`src/rtl/usr_seq_shifter_if.sv`:
```
// Handshake and data bundle for the universal sequential shifter.
// The master drives the request; the slave (the shifter) returns its state.
interface usr_seq_shifter_if #(
    parameter int W  = 8,
    parameter int AW = $clog2(W + 1)
);
    logic          start;
    logic [2:0]    op;
    logic [AW-1:0] amt;
    logic [W-1:0]  d;
    logic          si;
    logic [W-1:0]  q;
    logic          so;
    logic          busy;
    logic          done;

    modport master (
        output start, op, amt, d, si,
        input  q, so, busy, done
    );

    modport slave (
        input  start, op, amt, d, si,
        output q, so, busy, done
    );
endinterface

```
`src/rtl/usr_seq_shifter.sv`:
```
// W-bit universal shift/rotate register, one bit per cycle with start/busy/done.
// Define USR_BARREL_EN to finish shifts and rotates in a single cycle.
module usr_seq_shifter #(
    parameter int W  = 8,
    parameter int AW = $clog2(W + 1)
) (
    input logic              c,
    input logic              rst,
    usr_seq_shifter_if.slave bus
);
    localparam logic [2:0] OP_LOAD = 3'd0;
    localparam logic [2:0] OP_SHL  = 3'd1;
    localparam logic [2:0] OP_SHR  = 3'd2;
    localparam logic [2:0] OP_ROL  = 3'd3;
    localparam logic [2:0] OP_ROR  = 3'd4;
    localparam logic [2:0] OP_ASR  = 3'd5;
    localparam logic [2:0] OP_CLR  = 3'd6;
    localparam logic [2:0] OP_NOP  = 3'd7;
    localparam logic [AW-1:0] ONE  = AW'(1);

    typedef enum logic {IDLE, RUN} state_t;

    state_t        state;
    logic [W-1:0]  q;
    logic          so;
    logic          busy;
    logic          done;
    logic [AW-1:0] cnt;
    logic [2:0]    lop;

    // Returns {so, q} after one single-bit step.
    function automatic logic [W:0] step(
        input logic [2:0]   o,
        input logic [W-1:0] x,
        input logic         s
    );
        case (o)
            OP_SHL:  step = {x[W-1], x[W-2:0], s};
            OP_SHR:  step = {x[0], s, x[W-1:1]};
            OP_ROL:  step = {x[W-1], x[W-2:0], x[W-1]};
            OP_ROR:  step = {x[0], x[0], x[W-1:1]};
            OP_ASR:  step = {x[0], x[W-1], x[W-1:1]};
            default: step = {1'b0, x};
        endcase
    endfunction

`ifdef USR_BARREL_EN
    // Whole k-step result at once; only called with k >= 1.
    function automatic logic [W:0] barrel(
        input logic [2:0]    o,
        input logic [W-1:0]  x,
        input logic          s,
        input logic [AW-1:0] k
    );
        int n;
        int ks;
        int r;
        logic [W-1:0] lo_fill;
        logic [W-1:0] hi_fill;
        logic [W-1:0] res;
        logic         out;
        n       = int'(k);
        ks      = (n > W) ? W : n;
        r       = n % W;
        lo_fill = s ? ~({W{1'b1}} << ks) : '0;
        hi_fill = s ? ~({W{1'b1}} >> ks) : '0;
        res     = x;
        out     = 1'b0;
        case (o)
            OP_SHL: begin
                res = (x << ks) | lo_fill;
                out = (n > W) ? s : x[W-n];
            end
            OP_SHR: begin
                res = (x >> ks) | hi_fill;
                out = (n > W) ? s : x[n-1];
            end
            OP_ROL: begin
                res = (x << r) | (x >> (W - r));
                out = x[W-1-((n-1)%W)];
            end
            OP_ROR: begin
                res = (x >> r) | (x << (W - r));
                out = x[(n-1)%W];
            end
            OP_ASR: begin
                res = W'($signed(x) >>> ks);
                out = (n > W) ? x[W-1] : x[n-1];
            end
            default: res = x;
        endcase
        return {out, res};
    endfunction
`endif

    always_ff @(posedge c or posedge rst) begin
        if (rst) begin
            state <= IDLE;
            q     <= '0;
            so    <= 1'b0;
            busy  <= 1'b0;
            done  <= 1'b0;
            cnt   <= '0;
            lop   <= OP_NOP;
        end else begin
            done <= 1'b0;
            case (state)
                IDLE: begin
                    if (bus.start) begin
                        case (bus.op)
                            OP_LOAD: begin
                                q    <= bus.d;
                                done <= 1'b1;
                            end
                            OP_CLR: begin
                                q    <= '0;
                                done <= 1'b1;
                            end
                            OP_NOP: done <= 1'b1;
                            default: begin
                                if (bus.amt == '0) begin
                                    done <= 1'b1;
                                end else begin
`ifdef USR_BARREL_EN
                                    {so, q} <= barrel(bus.op, q, bus.si, bus.amt);
                                    done    <= 1'b1;
`else
                                    {so, q} <= step(bus.op, q, bus.si);
                                    if (bus.amt == ONE) begin
                                        done <= 1'b1;
                                    end else begin
                                        lop   <= bus.op;
                                        cnt   <= bus.amt - ONE;
                                        state <= RUN;
                                        busy  <= 1'b1;
                                    end
`endif
                                end
                            end
                        endcase
                    end
                end
                RUN: begin
                    {so, q} <= step(lop, q, bus.si);
                    cnt     <= cnt - ONE;
                    if (cnt == ONE) begin
                        state <= IDLE;
                        busy  <= 1'b0;
                        done  <= 1'b1;
                    end
                end
                default: state <= IDLE;
            endcase
        end
    end

    assign bus.q    = q;
    assign bus.so   = so;
    assign bus.busy = busy;
    assign bus.done = done;
endmodule

```
`src/flat_wrapper.sv`:
```
// flat-port wrapper written by rule: the top's interface ports become plain ports
module usr_seq_shifter_flat 
#(
    parameter int W  = 8,
    parameter int AW = $clog2(W + 1)
)
  (c, rst, bus_start, bus_op, bus_amt, bus_d, bus_si, bus_q, bus_so, bus_busy, bus_done);
  usr_seq_shifter_if #(.W(W), .AW(AW)) bus_i ();
  input logic c;
  input logic rst;
  input wire logic [$bits(bus_i.start)-1:0] bus_start;
  input wire logic [$bits(bus_i.op)-1:0] bus_op;
  input wire logic [$bits(bus_i.amt)-1:0] bus_amt;
  input wire logic [$bits(bus_i.d)-1:0] bus_d;
  input wire logic [$bits(bus_i.si)-1:0] bus_si;
  output wire logic [$bits(bus_i.q)-1:0] bus_q;
  output wire logic [$bits(bus_i.so)-1:0] bus_so;
  output wire logic [$bits(bus_i.busy)-1:0] bus_busy;
  output wire logic [$bits(bus_i.done)-1:0] bus_done;
  assign bus_i.start = bus_start;
  assign bus_i.op = bus_op;
  assign bus_i.amt = bus_amt;
  assign bus_i.d = bus_d;
  assign bus_i.si = bus_si;
  assign bus_q = bus_i.q;
  assign bus_so = bus_i.so;
  assign bus_busy = bus_i.busy;
  assign bus_done = bus_i.done;
  usr_seq_shifter #(.W(W), .AW(AW)) u_core (.c(c), .rst(rst), .bus(bus_i));
endmodule
```
`config.mk`:
```
export PLATFORM = sky130hd
export DESIGN_NAME = usr_seq_shifter_flat
export DESIGN_NICKNAME = d
export VERILOG_FILES = /design/src/rtl/usr_seq_shifter_if.sv /design/src/rtl/usr_seq_shifter.sv /design/src/flat_wrapper.sv
export SDC_FILE = /design/constraint.sdc
export NUM_CORES = 1
export LEC_CHECK = 0
export ABC_AREA = 1
export CORE_AREA = 5 5 67 63
export CTS_CLUSTER_SIZE = 10
export DETAILED_ROUTE_END_ITERATION = 7
export DIE_AREA = 0 0 72 68
export PLACE_DENSITY = 0.83
export SLEW_MARGIN = 15
export SYNTH_ARGS = -nofsm -noshare
export SYNTH_HDL_FRONTEND = slang
export SYNTH_SLANG_ARGS = --single-unit
```
`constraint.sdc`:
```
create_clock -name c -period 1.3 [get_ports c]
set_input_delay 0.39 -clock c [delete_from_list [all_inputs] [get_ports c]]
set_output_delay 0.39 -clock c [all_outputs]
set_load 0.01 [all_outputs]
```
# After elaboration in Yosys (flattened, before gate mapping)
# Cells that the tools add are included.
# totals
regBits,19
latch_bits,0
ram_bits,0
mem_bits_ro,0
input_bits,19
n_memories,0
# op_classes
add_sub_neg,2
n_mul,0
div_mod_pow,0
order_cmp,0
n_eq_ne,27
shift,0
mux,33
n_bitwise,4
reduce_logical,9
# op_table
operator,count
one-hot mux 9 bit (5 select lines),2
one-hot mux 8 bit (3 select lines),1
"== test 3 bit, second input constant",6
two-way mux 1 bit,18
two-way mux 4 bit,4
two-way mux 8 bit,2
one-hot mux 8 bit (2 select lines),1
AND reduction 5 bit,3
"inequality test 2 bit, second input constant",7
"== test 3 x 2 -> 1 bit, second input constant",4
"== test 4 x 1 -> 1 bit, second input constant",2
"inequality test 4 bit, second input constant",2
"inequality test 8 bit, second input constant",1
one-hot mux 1 bit (2 select lines),4
one-hot mux 4 bit (2 select lines),1
"subtractor 4 x 1 -> 4 bit, second input constant",2
"inequality test 7 bit, second input constant",1
AND reduction 7 bit,1
"== test 3 x 1 -> 1 bit, second input constant",2
"inequality test 6 bit, second input constant",1
"inequality test 5 bit, second input constant",1
zero test 4 bit,1
NOT 1 bit,4
AND reduction 4 bit,1
other kinds (3),3

# Logic depth before layout (Yosys ltp)
# Gate-level depths: netlist of run 1.
# logic_depth
word_depth,6
ltp_mapped,10
mapped_depth_nobuf,10

# Least setup slack after synthesis of run 1
# Ideal clock, no wire load.
# synth_path
path_kind,in2reg
from,input port bus_amt[0]
to,register u_core.cnt[3]
setup_ps,117
arrival_time_ps,1319
setup_slack_ps,-136
stages,10
n_path_buf,0
path_cell_list,inv_1 ha_1 nand2_1 nand2_1 a21oi_4 nand2_2 nand2_4 inv_2 nand2_1 nand2_1
# synth_between
elab_chain_cells,6
word_cells_on_any_way,11
cone_classes,add/sub (1); eq/ne (3); mux (5); reduce/logical (2)
# synth_lines
item,line_no,rtl
from (decl),flat_wrapper.sv:13,input wire logic [$bits(bus_i.amt)-1:0] bus_amt;
subtractor 4 x 1 -> 4 bit,usr_seq_shifter.sv:133,cnt <= bus.amt - ONE;
two-way mux 4 bit,usr_seq_shifter.sv:129,if (bus.amt == ONE) begin
two-way mux 4 bit,usr_seq_shifter.sv:121,if (bus.amt == '0) begin
two-way mux 4 bit,usr_seq_shifter.sv:110,case (bus.op)
two-way mux 4 bit,usr_seq_shifter.sv:109,if (bus.start) begin
one-hot mux 4 bit (2 select lines),usr_seq_shifter.sv:107,case (state)
to (signal assigned),usr_seq_shifter.sv:133,
to (signal assigned),usr_seq_shifter.sv:145,cnt <= cnt - ONE;
to (decl),usr_seq_shifter.sv:28,logic [AW-1:0] cnt;
# Several ways; a longest one is shown, not always the timed one. The select of a mux whose other input is x is not followed.
# A chain may end at the register's enable or synchronous reset.

# Worst setup path after layout of run 1
# layout_path
from,register u_core.lop[2]
to,register u_core.q[6] (netlist: u_core.bus.q[6])
# layout_between
elab_chain_cells,3
word_cells_on_any_way,9
cone_classes,eq/ne (6); mux (2); reduce/logical (1)
# layout_lines
item,line_no,rtl
from (decl),usr_seq_shifter.sv:29,logic [2:0] lop;
from (signal assigned),usr_seq_shifter.sv:132,lop <= bus.op;
"== test 3 bit, or another cell as far along",usr_seq_shifter.sv:37,case (o)
one-hot mux 9 bit (5 select lines) or inequality test 6 bit (tied branches),--,
one-hot mux 8 bit (2 select lines) or AND reduction 5 bit (tied branches),--,
to (signal assigned),usr_seq_shifter.sv:112,q <= bus.d;
to (signal assigned),usr_seq_shifter.sv:128,"{so, q} <= step(bus.op, q, bus.si);"
to (signal assigned),usr_seq_shifter.sv:144,"{so, q} <= step(lop, q, bus.si);"
to (decl),usr_seq_shifter.sv:24,logic [W-1:0] q;
# Several ways; a longest one is shown, not always the timed one.

==> qor.yml, run 1 <==
run_status:
  outcome: "finished, violations left"
  violations: "negative setup slack"
routing:
  route.detailed.wl_per_inst_um: 12.5
  drc_errors: 0
  final_antenna_net_count: 0
  detail_route.wirelength_um: 4510
  route.vias.total: 1900
  drt_first_iter_violations: 147
  routed_via_density: 5.26
  detail_route.first_pass.iterations: 5
global_routing:
  first_global_vias: 1689
  wire_length_of_the_first_global_routing_pass_um: 7530
  remaining_global_route_overflow: 0
  grt_util_all_layers_pct: 19.2
  number_of_antenna_violations_at_the_first_check_in_global_routing: 0
  grt_max_degree: 20
clock_tree:
  cts_root_buffer: "sky130_fd_sc_hd__clkbuf_8"
  insertion_delay_ps: 260
  worst_setup_hold_path_clk_slew_ps: 80
  cts_tree: "yes"
  cts.sinks: 19
  htreeDepth: 1
  ctsLongestPathBuffers: 2
  clock_buffers_created_by_tritoncts: 3
layout:
  area_growth_pct: 51.3
  utilization_after_layout_pct: 66.2
  antenna_cells_inserted: 0
  final_nets: 339
  finish.cell_count_without_fillers: 361
  proportion_of_layout_cells_with_a_drive_suffix_above_1_pct: 33.0
synthesis:
  synth_cell_type_count: 28
  avgSynthCellArea_sq_um: 6.34
  synthesis.yosys.warnings: 0
  synthFlopType: "sky130_fd_sc_hd__dfrtp_1"
  synth_enable_flop_cells: 0
  synth_seq_area_share_pct: 31.1
  synth_seq_cells: 19
  async_reset_ff_share_pct: 100
  mappedNetlistNets: 266
  post_synth_instance_area_sq_um: 1540
  synthCells: 243
timing:
  final.setup.worst_slack_ps: -52.7
  least_margin_pin_slew_ps: 217
  clock_skew_ps: 3.01
  fin_worst_hold_slack_ps: 433
  hold_violations: 0
  period_needed_ps: 1350
  min_period_over_period_pct: 104
  report.final.setup_viol: 8
  timing.slew.headroom_pct: 85.5
  rsz_0062_raised_after_global_routing: "true"
  fmax_mhz: 739
  timing.final.max_slew_violations: 0
die:
  die_h_um: 68
  starting_density_of_the_core_pct: 43.7
  design.portCount: 30
  rows: 21
  dieArea_sq_um: 4900
  die_w_um: 72
  core-area_sq_um: 3520
placement:
  dpl.cell_count: 350
  globalplace.congestion: 0.947
  portBuffers: 29
  hpwl_um: 3300
worst_setup_path:
  timing.setup.critical_path_class: "reg2reg"
  critical_path_arrival_ps: 1540
  critical_path.most_common_cell: "sky130_fd_sc_hd__o21ai_2"
  worst_case_reg_to_reg_path_depth: 7
  crit_path_max_incr_delay_ps: 600
  worst-endpoint-required_ps: 1490
  critical_path.cell_chain: "inv_2 > o21ai_2 > nand2_4 > buf_4 > nand3_1 > o21ai_2 > a21oi_1"
  critical_path.slowest_cell: "sky130_fd_sc_hd__dfstp_2"
  crit_path_start_kind: "flip-flop"
  worstSetupPathDepth: 7
  crit_fanout: 7
  cp.buffers_inverters: 2
  cp_top_family: "flip-flops"
  worst_setup_path_end_kind: "flip-flop"
power_and_ir_drop:
  peak_supply_drop_mv: 1.16
  power.density_nw_per_um2: 2220
  leakage_power_uw: 0.00117
min_path:
  min-delay-path-class: "in2async"
job:
  drv.max_cap_violation_count: 0
[cell usage in the layout (no fill, tap or decap), types with 6 or more instances in the layout]
cell	synthesis	routed
sky130_fd_sc_hd__a21oi_1	12	11
sky130_fd_sc_hd__buf_4	0	40
sky130_fd_sc_hd__clkdlybuf4s15_1	0	9
sky130_fd_sc_hd__clkdlybuf4s50_1	0	10
sky130_fd_sc_hd__dfrtp_1	16	15
sky130_fd_sc_hd__inv_1	21	16
sky130_fd_sc_hd__inv_2	6	9
sky130_fd_sc_hd__nand2_1	77	71
sky130_fd_sc_hd__nand2_2	10	11
sky130_fd_sc_hd__nand2_4	1	6
sky130_fd_sc_hd__nand3_1	28	28
sky130_fd_sc_hd__nor2_1	27	21
sky130_fd_sc_hd__o21ai_1	13	10
[layout make-up]
class	instances	area (sq um)
well taps	46	57.6
clock buffers	4	45.0
flip-flops and latches	19	480
fillers	313	1190
inverters	27	106
repair buffers	73	607
multi-input cells	192	1030
[worst min-delay path: stages]
cell and delay (ps):
sky130_fd_sc_hd__clkdlybuf4s50_1 390, sky130_fd_sc_hd__inv_1 90, sky130_fd_sc_hd__buf_12 170
[synth_stat cells (2+ instances only)]
library cell / number / area share (%)
sky130_fd_sc_hd__ha_1: 4 / 3.2
sky130_fd_sc_hd__nand3_1: 28 / 9.1
sky130_fd_sc_hd__buf_2: 2 / 0.65
sky130_fd_sc_hd__nor2_2: 2 / 0.81
sky130_fd_sc_hd__a21oi_1: 12 / 3.9
sky130_fd_sc_hd__dfrtp_1: 16 / 26
sky130_fd_sc_hd__o21ai_0: 3 / 0.97
sky130_fd_sc_hd__nand2_1: 77 / 19
sky130_fd_sc_hd__inv_1: 21 / 5.1
sky130_fd_sc_hd__o21ai_1: 13 / 4.2
sky130_fd_sc_hd__inv_2: 6 / 1.5
sky130_fd_sc_hd__o31ai_1: 2 / 0.97
sky130_fd_sc_hd__dfstp_2: 3 / 5.1
sky130_fd_sc_hd__nor2_1: 27 / 6.6
sky130_fd_sc_hd__nand2_2: 10 / 4.1
sky130_fd_sc_hd__nand4_1: 5 / 2.0
[metrics by stage]
step	setup slack, ps	power, uW	setup TNS, ps	instance area, sq um
after global routing	-90.7	5610	-716	2330
final	-52.7	5170	-226	2330
after CTS	-24.1	5010	-93.4	2320
after floorplan	-3.37	3130	-3.37	1570
after detailed placement	-650	4480	-10870	2190
after global placement	-638	4390	-10330	2190
[path summary, 6_finish.rpt]
check                           slack, ps                        start                           to
worst min register to register        490  u_core.bus.busy$_DFFE_PP0P_  u_core.bus.busy$_DFFE_PP0P_
max in group asynchronous             650                          rst    u_core.lop[1]$_DFFE_PP1P_
worst min-delay path                  430                          rst    u_core.cnt[1]$_DFFE_PP0P_
worst max-delay path                  -50    u_core.lop[2]$_DFFE_PP1P_  u_core.bus.q[6]$_DFFE_PP0P_
min in group c                        490  u_core.bus.busy$_DFFE_PP0P_  u_core.bus.busy$_DFFE_PP0P_
worst max register to register        -50    u_core.lop[2]$_DFFE_PP1P_  u_core.bus.q[6]$_DFFE_PP0P_
[sequential cells by signal, summed over array words and instances (netlist names)]
register / flops
u_core.lop: 3
u_core.cnt: 4
u_core.bus.busy: 1
u_core.bus.done: 1
u_core.bus.q: 8
u_core.bus.so: 1
u_core.state: 1
[power breakdown]
group | total [uW] | switching [uW] | leakage [uW] | internal, uW
Clock | 432 | 213 | 0.0000228 | 219
Sequential | 1180 | 231 | 0.000222 | 952
Combinational | 3560 | 1990 | 0.000930 | 1560
Total | 5170 | 2440 | 0.00117 | 2730
[per-layer routing]
metal	vias up	GRT usage (%)	part of all wire, %
met3	8	2.50	5.8
met4	0	2.82	0.91
met1	888	23.9	42
li1	928	-	-
met2	76	36.1	51
met5	-	0	0
[logic make-up (layout without fill, tap and decap cells)]
group                      after synthesis  in the layout  synth area share (%)
adders and majority gates                4              4                  3.25
and+or+nand+nor                        151            151                  42.4
xor gates and xnor gates                 2              2                  1.14
buffers and inverters                   32            104                  8.04
muxes                                    1              1                 0.650
DFF                                     19             19                  31.1
AOI/OAI and AO/OA                       34             34                  13.4
[repair_timing]
item	4_1_cts	5_1_grt
gates cloned	0	0
pin swaps	8	4
setup endpoints to repair	30	21
hold buffers	0	0
setup buffers	5	2
resized for setup	54	26
(Power assumes the default switching activity.)
==> inputs of run 2 (changes only) <==
--- a/config.mk
+++ b/config.mk
@@ -6,6 +6,7 @@
 export NUM_CORES = 1
 export LEC_CHECK = 0
 export ABC_AREA = 1
+export ABC_CLOCK_PERIOD_IN_PS = 1300
 export CORE_AREA = 5 5 67 63
 export CTS_CLUSTER_SIZE = 10
 export DETAILED_ROUTE_END_ITERATION = 7
==> results of run 2 <==
Final layout, timing and power as in run 1 (identical DEF).
==> inputs of run 3 (changes only) <==
--- a/config.mk
+++ b/config.mk
@@ -11,7 +11,8 @@
 export CTS_CLUSTER_SIZE = 10
 export DETAILED_ROUTE_END_ITERATION = 7
 export DIE_AREA = 0 0 72 68
-export PLACE_DENSITY = 0.83
+export MAX_ROUTING_LAYER = met4
+export PLACE_DENSITY = 0.81
 export SLEW_MARGIN = 15
 export SYNTH_ARGS = -nofsm -noshare
 export SYNTH_HDL_FRONTEND = slang
==> run 3 against run 2 <==
The run still ends with negative setup slack left. Die area is the same. Power shrank 1.2%. Highest routed layer unchanged. Final area shrank 0.32%.
==> qor.yml, run 3 (synthesized netlist as in run 1, its figures left out) <==
run_status:
  outcome: "finished, violations left"
  violations: "negative setup slack"
die:
  die_w_um: 72
  core-area_sq_um: 3520
  starting_density_of_the_core_pct: 43.7
  rows: 21
  dieArea_sq_um: 4900
  design.portCount: 30
  die_h_um: 68
layout:
  final_nets: 342
  register_with_the_most_flip_flops: "u_core.bus.q"
  multiInputGateArea_sq_um: 1020
  final_common_cell: "sky130_fd_sc_hd__nand2_1"
  design_area_sq_um: 2320
  antenna_cells_inserted: 0
  area_growth_pct: 50.9
  final_cell_mix: "sky130_fd_sc_hd__nand2_1, sky130_fd_sc_hd__buf_4, sky130_fd_sc_hd__nand3_1"
  largest_regs: "u_core.bus.q: 8 flops, u_core.cnt: 4 flops, u_core.lop: 3 flops"
  ff_latch_area_sq_um: 479
  finish.cell_count_without_fillers: 364
  largest_register_ff_count: 8
  final.fill_count: 314
  proportion_of_layout_cells_with_a_drive_suffix_above_1_pct: 32.4
global_routing:
  wire_length_of_the_first_global_routing_pass_um: 7600
  number_of_antenna_violations_at_the_first_check_in_global_routing: 0
  grt_util_all_layers_pct: 19.6
  remaining_global_route_overflow: 0
  first_global_vias: 1749
  grt_max_degree: 16
min_path:
  min-delay-path-class: "in2async"
worst_setup_path:
  worst_setup_path_end_kind: "flip-flop"
  timing.setup.critical_path_class: "reg2reg"
  crit_fanout: 6
  critical_path_arrival_ps: 1550
  critical_path.cell_chain: "inv_2 > nand3_1 > nand2_2 > inv_4 > nor2_1 > o21ai_1 > a21oi_1"
  cp.buffers_inverters: 2
  worst-endpoint-required_ps: 1440
  cp_top_family: "flip-flops"
  crit_path_max_incr_delay_ps: 630
  critical_path.slowest_cell: "sky130_fd_sc_hd__dfstp_2"
  crit_path_start_kind: "flip-flop"
clock_tree:
  cts_tree: "yes"
  insertion_delay_ps: 260
  cts_root_buffer: "sky130_fd_sc_hd__clkbuf_8"
  htreeDepth: 1
  clock_buffers_created_by_tritoncts: 3
  hold_buffers: 0
  worst_setup_hold_path_clk_slew_ps: 80
  ctsLongestPathBuffers: 2
  cts.sinks: 19
timing:
  period_needed_ps: 1400
  report.final.setup_viol: 9
  hold_violations: 0
  fmax_mhz: 712
  final.setup.worst_slack_ps: -105
  min_period_over_period_pct: 108
  rsz_0062_raised_after_global_routing: "true"
  clock_skew_ps: 5.59
  least_margin_pin_slew_ps: 218
  timing.final.max_slew_violations: 0
  timing.slew.headroom_pct: 85.3
power_and_ir_drop:
  peak_supply_drop_mv: 1.07
  power.density_nw_per_um2: 2200
  total_power_uw: 5110
  leakage_power_uw: 0.00120
job:
  drv.max_cap_violation_count: 0
routing:
  drt_first_iter_violations: 162
  final_antenna_net_count: 0
  detail_route.wirelength_um: 4350
  route.detailed.wl_per_inst_um: 12.0
  detail_route.first_pass.iterations: 4
  drc_errors: 0
  routed_via_density: 5.05
  route.vias.total: 1840
placement:
  globalplace.congestion: 0.903
  detailed_place.area_sq_um: 2210
  hpwl_um: 3410
  preCtsSetupSlack_ps: -675
  portBuffers: 29
  dpl.cell_count: 354
==> run 3: changes by cell type in the layout (fill, tap and decap cells not counted), sizes merged <==
cell / change
clkinv: +1
buf: +3
clkbuf: +1
clkdlybuf4s15: -2
==> run 3: layer usage <==
| layer | part of all wire, % | GRT usage (%) | vias up |
|---|---|---|---|
| met2 | 49 | 34.4 | 50 |
| met5 | 0 | - | - |
| met4 | 0.34 | 4.23 | 0 |
| met1 | 45 | 24.6 | 850 |
| met3 | 5.6 | 2.20 | 4 |
| li1 | - | - | 936 |
==> run 3: stage by stage <==
step,util (%),hold WS (ps),TNS (ps)
6_report,66.0,404,-622
5_1_grt,66.0,410,-1210
4_1_cts,65.5,409,-213
3_5_place_dp,62.8,473,-11100
3_3_place_gp,62.8,466,-10460
2_1_floorplan,-,339,-3.37
==> run 3: what timing repair did <==
action / 4_1_cts / 5_1_grt
endpoints found under the hold margin: 0 / 0
pin swaps: 13 / 8
buffers inserted: 5 / 1
endpoints found under the setup margin: 30 / 22
resized for setup: 52 / 24
==> run 3: final timing paths <==
path	from	endpoint	slack, ps	cells past startpoint
worst max-delay path	u_core.lop[2]$_DFFE_PP1P_	u_core.bus.q[1]$_DFFE_PP0P_	-100	7
worst min-delay path	rst	u_core.bus.busy$_DFFE_PP0P_	400	3
worst max register to register	u_core.lop[2]$_DFFE_PP1P_	u_core.bus.q[1]$_DFFE_PP0P_	-100	7
worst min register to register	u_core.bus.busy$_DFFE_PP0P_	u_core.bus.busy$_DFFE_PP0P_	490	2
max in group asynchronous	rst	u_core.lop[0]$_DFFE_PP1P_	690	3
min in group c	bus_amt[0]	u_core.cnt[0]$_DFFE_PP0P_	460	4
==> run 3: cell type report <==
type                       instances  share of cell area, %
tap                               46                   2.48
timing repair buffer              76                   26.2
multi-input combinational        192                   44.1
clock buffer                       3                   1.78
sequential                        19                   20.6
clock inverter                     1                  0.215
inverter                          27                   4.58
==> run 3: worst min-delay path: cells and delay by family <==
family	cells	cell delay (ps)
buf+inv	3	620
==> run 3: report_power, final <==
part           switching, uW  internal, uW
Combinational           1900          1580
Sequential               244           949
Clock                    217           213
==> patch, RTL diff (flow settings as in run 1) <==
`W` is set to 8 in 3 places; all go to 4.
--- a/src/rtl/usr_seq_shifter_if.sv
+++ b/src/rtl/usr_seq_shifter_if.sv
@@ -1,7 +1,7 @@
 // Handshake and data bundle for the universal sequential shifter.
 // The master drives the request; the slave (the shifter) returns its state.
 interface usr_seq_shifter_if #(
-    parameter int W  = 8,
+    parameter int W  = 4,
     parameter int AW = $clog2(W + 1)
 );
     logic          start;
--- a/src/rtl/usr_seq_shifter.sv
+++ b/src/rtl/usr_seq_shifter.sv
@@ -1,7 +1,7 @@
 // W-bit universal shift/rotate register, one bit per cycle with start/busy/done.
 // Define USR_BARREL_EN to finish shifts and rotates in a single cycle.
 module usr_seq_shifter #(
-    parameter int W  = 8,
+    parameter int W  = 4,
     parameter int AW = $clog2(W + 1)
 ) (
     input logic              c,
--- a/src/flat_wrapper.sv
+++ b/src/flat_wrapper.sv
@@ -1,7 +1,7 @@
 // flat-port wrapper written by rule: the top's interface ports become plain ports
 module usr_seq_shifter_flat 
 #(
-    parameter int W  = 8,
+    parameter int W  = 4,
     parameter int AW = $clog2(W + 1)
 )
   (c, rst, bus_start, bus_op, bus_amt, bus_d, bus_si, bus_q, bus_so, bus_busy, bus_done);
Interface: changed (resized bus_amt, bus_d and bus_q); port bits go from 30 to 21. No check against the original RTL was run, so the function may have changed too.
==> patch against run 1 <==
  * Total power down 27%
  * Critical path type unchanged
  * Die area is the same
  * Area after synthesis fell by 17%
  * Clock skew increased by 3.3 ps
  * Core utilization decreased by 8.7 points
  * Worst setup slack better by 42 ps
  * The run still ends with setup timing left
  * Final area down 13%
  * Global-route usage fell by 3.3 points
  * Routed wire length fell by 11%
  * Sequential power is 29% lower
  * Largest power group unchanged
  * Sequential cell count fell by 5
  * Highest routed layer unchanged
  * Cell count is 17% lower
==> patch: results (changes against run 1) <==
stage,metric,value,unit,change
run_status,status,"finished, violations left",,unchanged
run_status,violations,setup timing,,unchanged
setup_path,reg2reg_to,u_core.bus.q[0]$_DFFE_PP0P_,,was u_core.bus.q[6]$_DFFE_PP0P_
layout,seqCellArea,354.1,sq um,was 480.5 sq um
timing,tns,-10.23,ps,was -225.7 ps
logic_synthesis,yosysSeqAreaShare,0.2780,,was 0.3111
logic_synthesis,synthDistinctLibCells,29,,was 28
logic_synthesis,synthTopCellsByArea,"dfrtp_1, nand2_1, nand3_1",,unchanged
layout,largest_reg_flops,4,,was 8
setup_path,cp.arrival,1460,ps,was 1540 ps
global_routing,first_global_vias,1350,,was 1689
power,ir_worst_vdd,0.6580,mV,was 1.163 mV
clocking,cts_buffers,3,,unchanged
placement,place_inst,282,,was 350
placement,port-buffer-count,20,,was 29
timing,setup_viol,1,,was 8
clocking,cts_setup_buffers,6,,was 5
logic_synthesis,syn_inst,193,,was 243
power,p_total,3.786,mW,was 5.172 mW
placement,preCtsSetupSlack,-640.2,ps,was -650.2 ps
detailed_routing,routed_wl,4034,um,was 4508 um
worst_hold_path,min_path_type,primary input to asynchronous set/reset pin,,unchanged
timing,whs,435.9,ps,was 433.1 ps
global_routing,grt_max_degree,15,,was 20
setup_path,r2r_cells,6,,was 7
layout,drive_gt1_frac,0.4466,,was 0.3302
placement,gp_congestion,0.8976,,was 0.9467
logic_synthesis,synth_commonest_cells,"nand2_1, inv_1, nand3_1",,"was nand2_1, nand3_1, nor2_1"
detailed_routing,firstDrtPassIters,4,,was 5
layout,fin_nets,273,,was 339
global_routing,grt_pass1_wl,6092,um,was 7534 um
global_routing,grt_usage,0.1588,,was 0.1917
timing,setup_ws,-10.23,ps,was -52.72 ps
detailed_routing,initialDrtViolationCount,137,,was 147
clocking,post_cts_resize_count,38,,was 54
timing,clock_skew,6.363,ps,was 3.015 ps
logic_synthesis,syn_nets,212,,was 266
layout,top_regs,"u_core.bus.q (4), u_core.cnt (3), u_core.lop (3)",,"was u_core.bus.q (8), u_core.cnt (4), u_core.lop (3)"
placement,placed_area,0.001718,sq mm,was 0.002193 sq mm
setup_path,critPathMaxFanout,3,,was 7
layout,finalNonFillerCells,299,,was 361
## patch: how the worst max path moves through the flow
stage	to	slack, ps	depth (start not counted)
floorplan	u_core.bus.busy$_DFFE_PP0P_	10	10
global placement	u_core.cnt[2]$_DFFE_PP0P_	-540	12
detailed placement	u_core.bus.busy$_DFFE_PP0P_	-640	11
CTS	u_core.bus.so$_DFFE_PP0P_	2	9
global route	u_core.bus.q[0]$_DFFE_PP0P_	-70	6
finish	u_core.bus.q[0]$_DFFE_PP0P_	-10	6
## patch: final cells by class
type | instances | area share
clock buffers | 4 | 0.02718
inverters | 30 | 0.06053
multi-input cells | 144 | 0.4484
flip-flops and latches | 14 | 0.1748
well taps | 46 | 0.02841
repair buffers | 61 | 0.2607
## patch: power by group
part / internal (mW) / total [mW] / switching (mW) / leakage, nW
combinational: 1.09 / 2.51 / 1.42 / 0.858
clock: 0.269 / 0.444 / 0.175 / 0.0288
sequential: 0.666 / 0.833 / 0.167 / 0.169
total: 2.02 / 3.79 / 1.76 / 1.06
## patch: cell families after synthesis
| group | after synthesis | share of synthesized area |
|---|---|---|
| adders and majority gates | 5 | 0.04912 |
| AOI/OAI and AO/OA | 21 | 0.09135 |
| and+or+nand+nor | 117 | 0.4480 |
| xor gates and xnor gates | 1 | 0.006877 |
| buffers and inverters | 35 | 0.1267 |
| DFF | 14 | 0.2780 |
## patch: routing by layer
layer	vias up	share of wire	GRT usage
li1	731	-	-
met1	659	0.41	0.1938
met2	47	0.54	0.2867
met3	3	0.046	0.02349
met4	0	0.0077	0.05399
met5	-	0	0
## patch: worst max-delay path, delay by kind of cell, from the launching register on
family                 cells  cell delay [ps]
flip-flops                 1              590
AO/OA/AOI/OAI              2              180
AND/OR/NAND/NOR            3              300
buffers and inverters      1              140
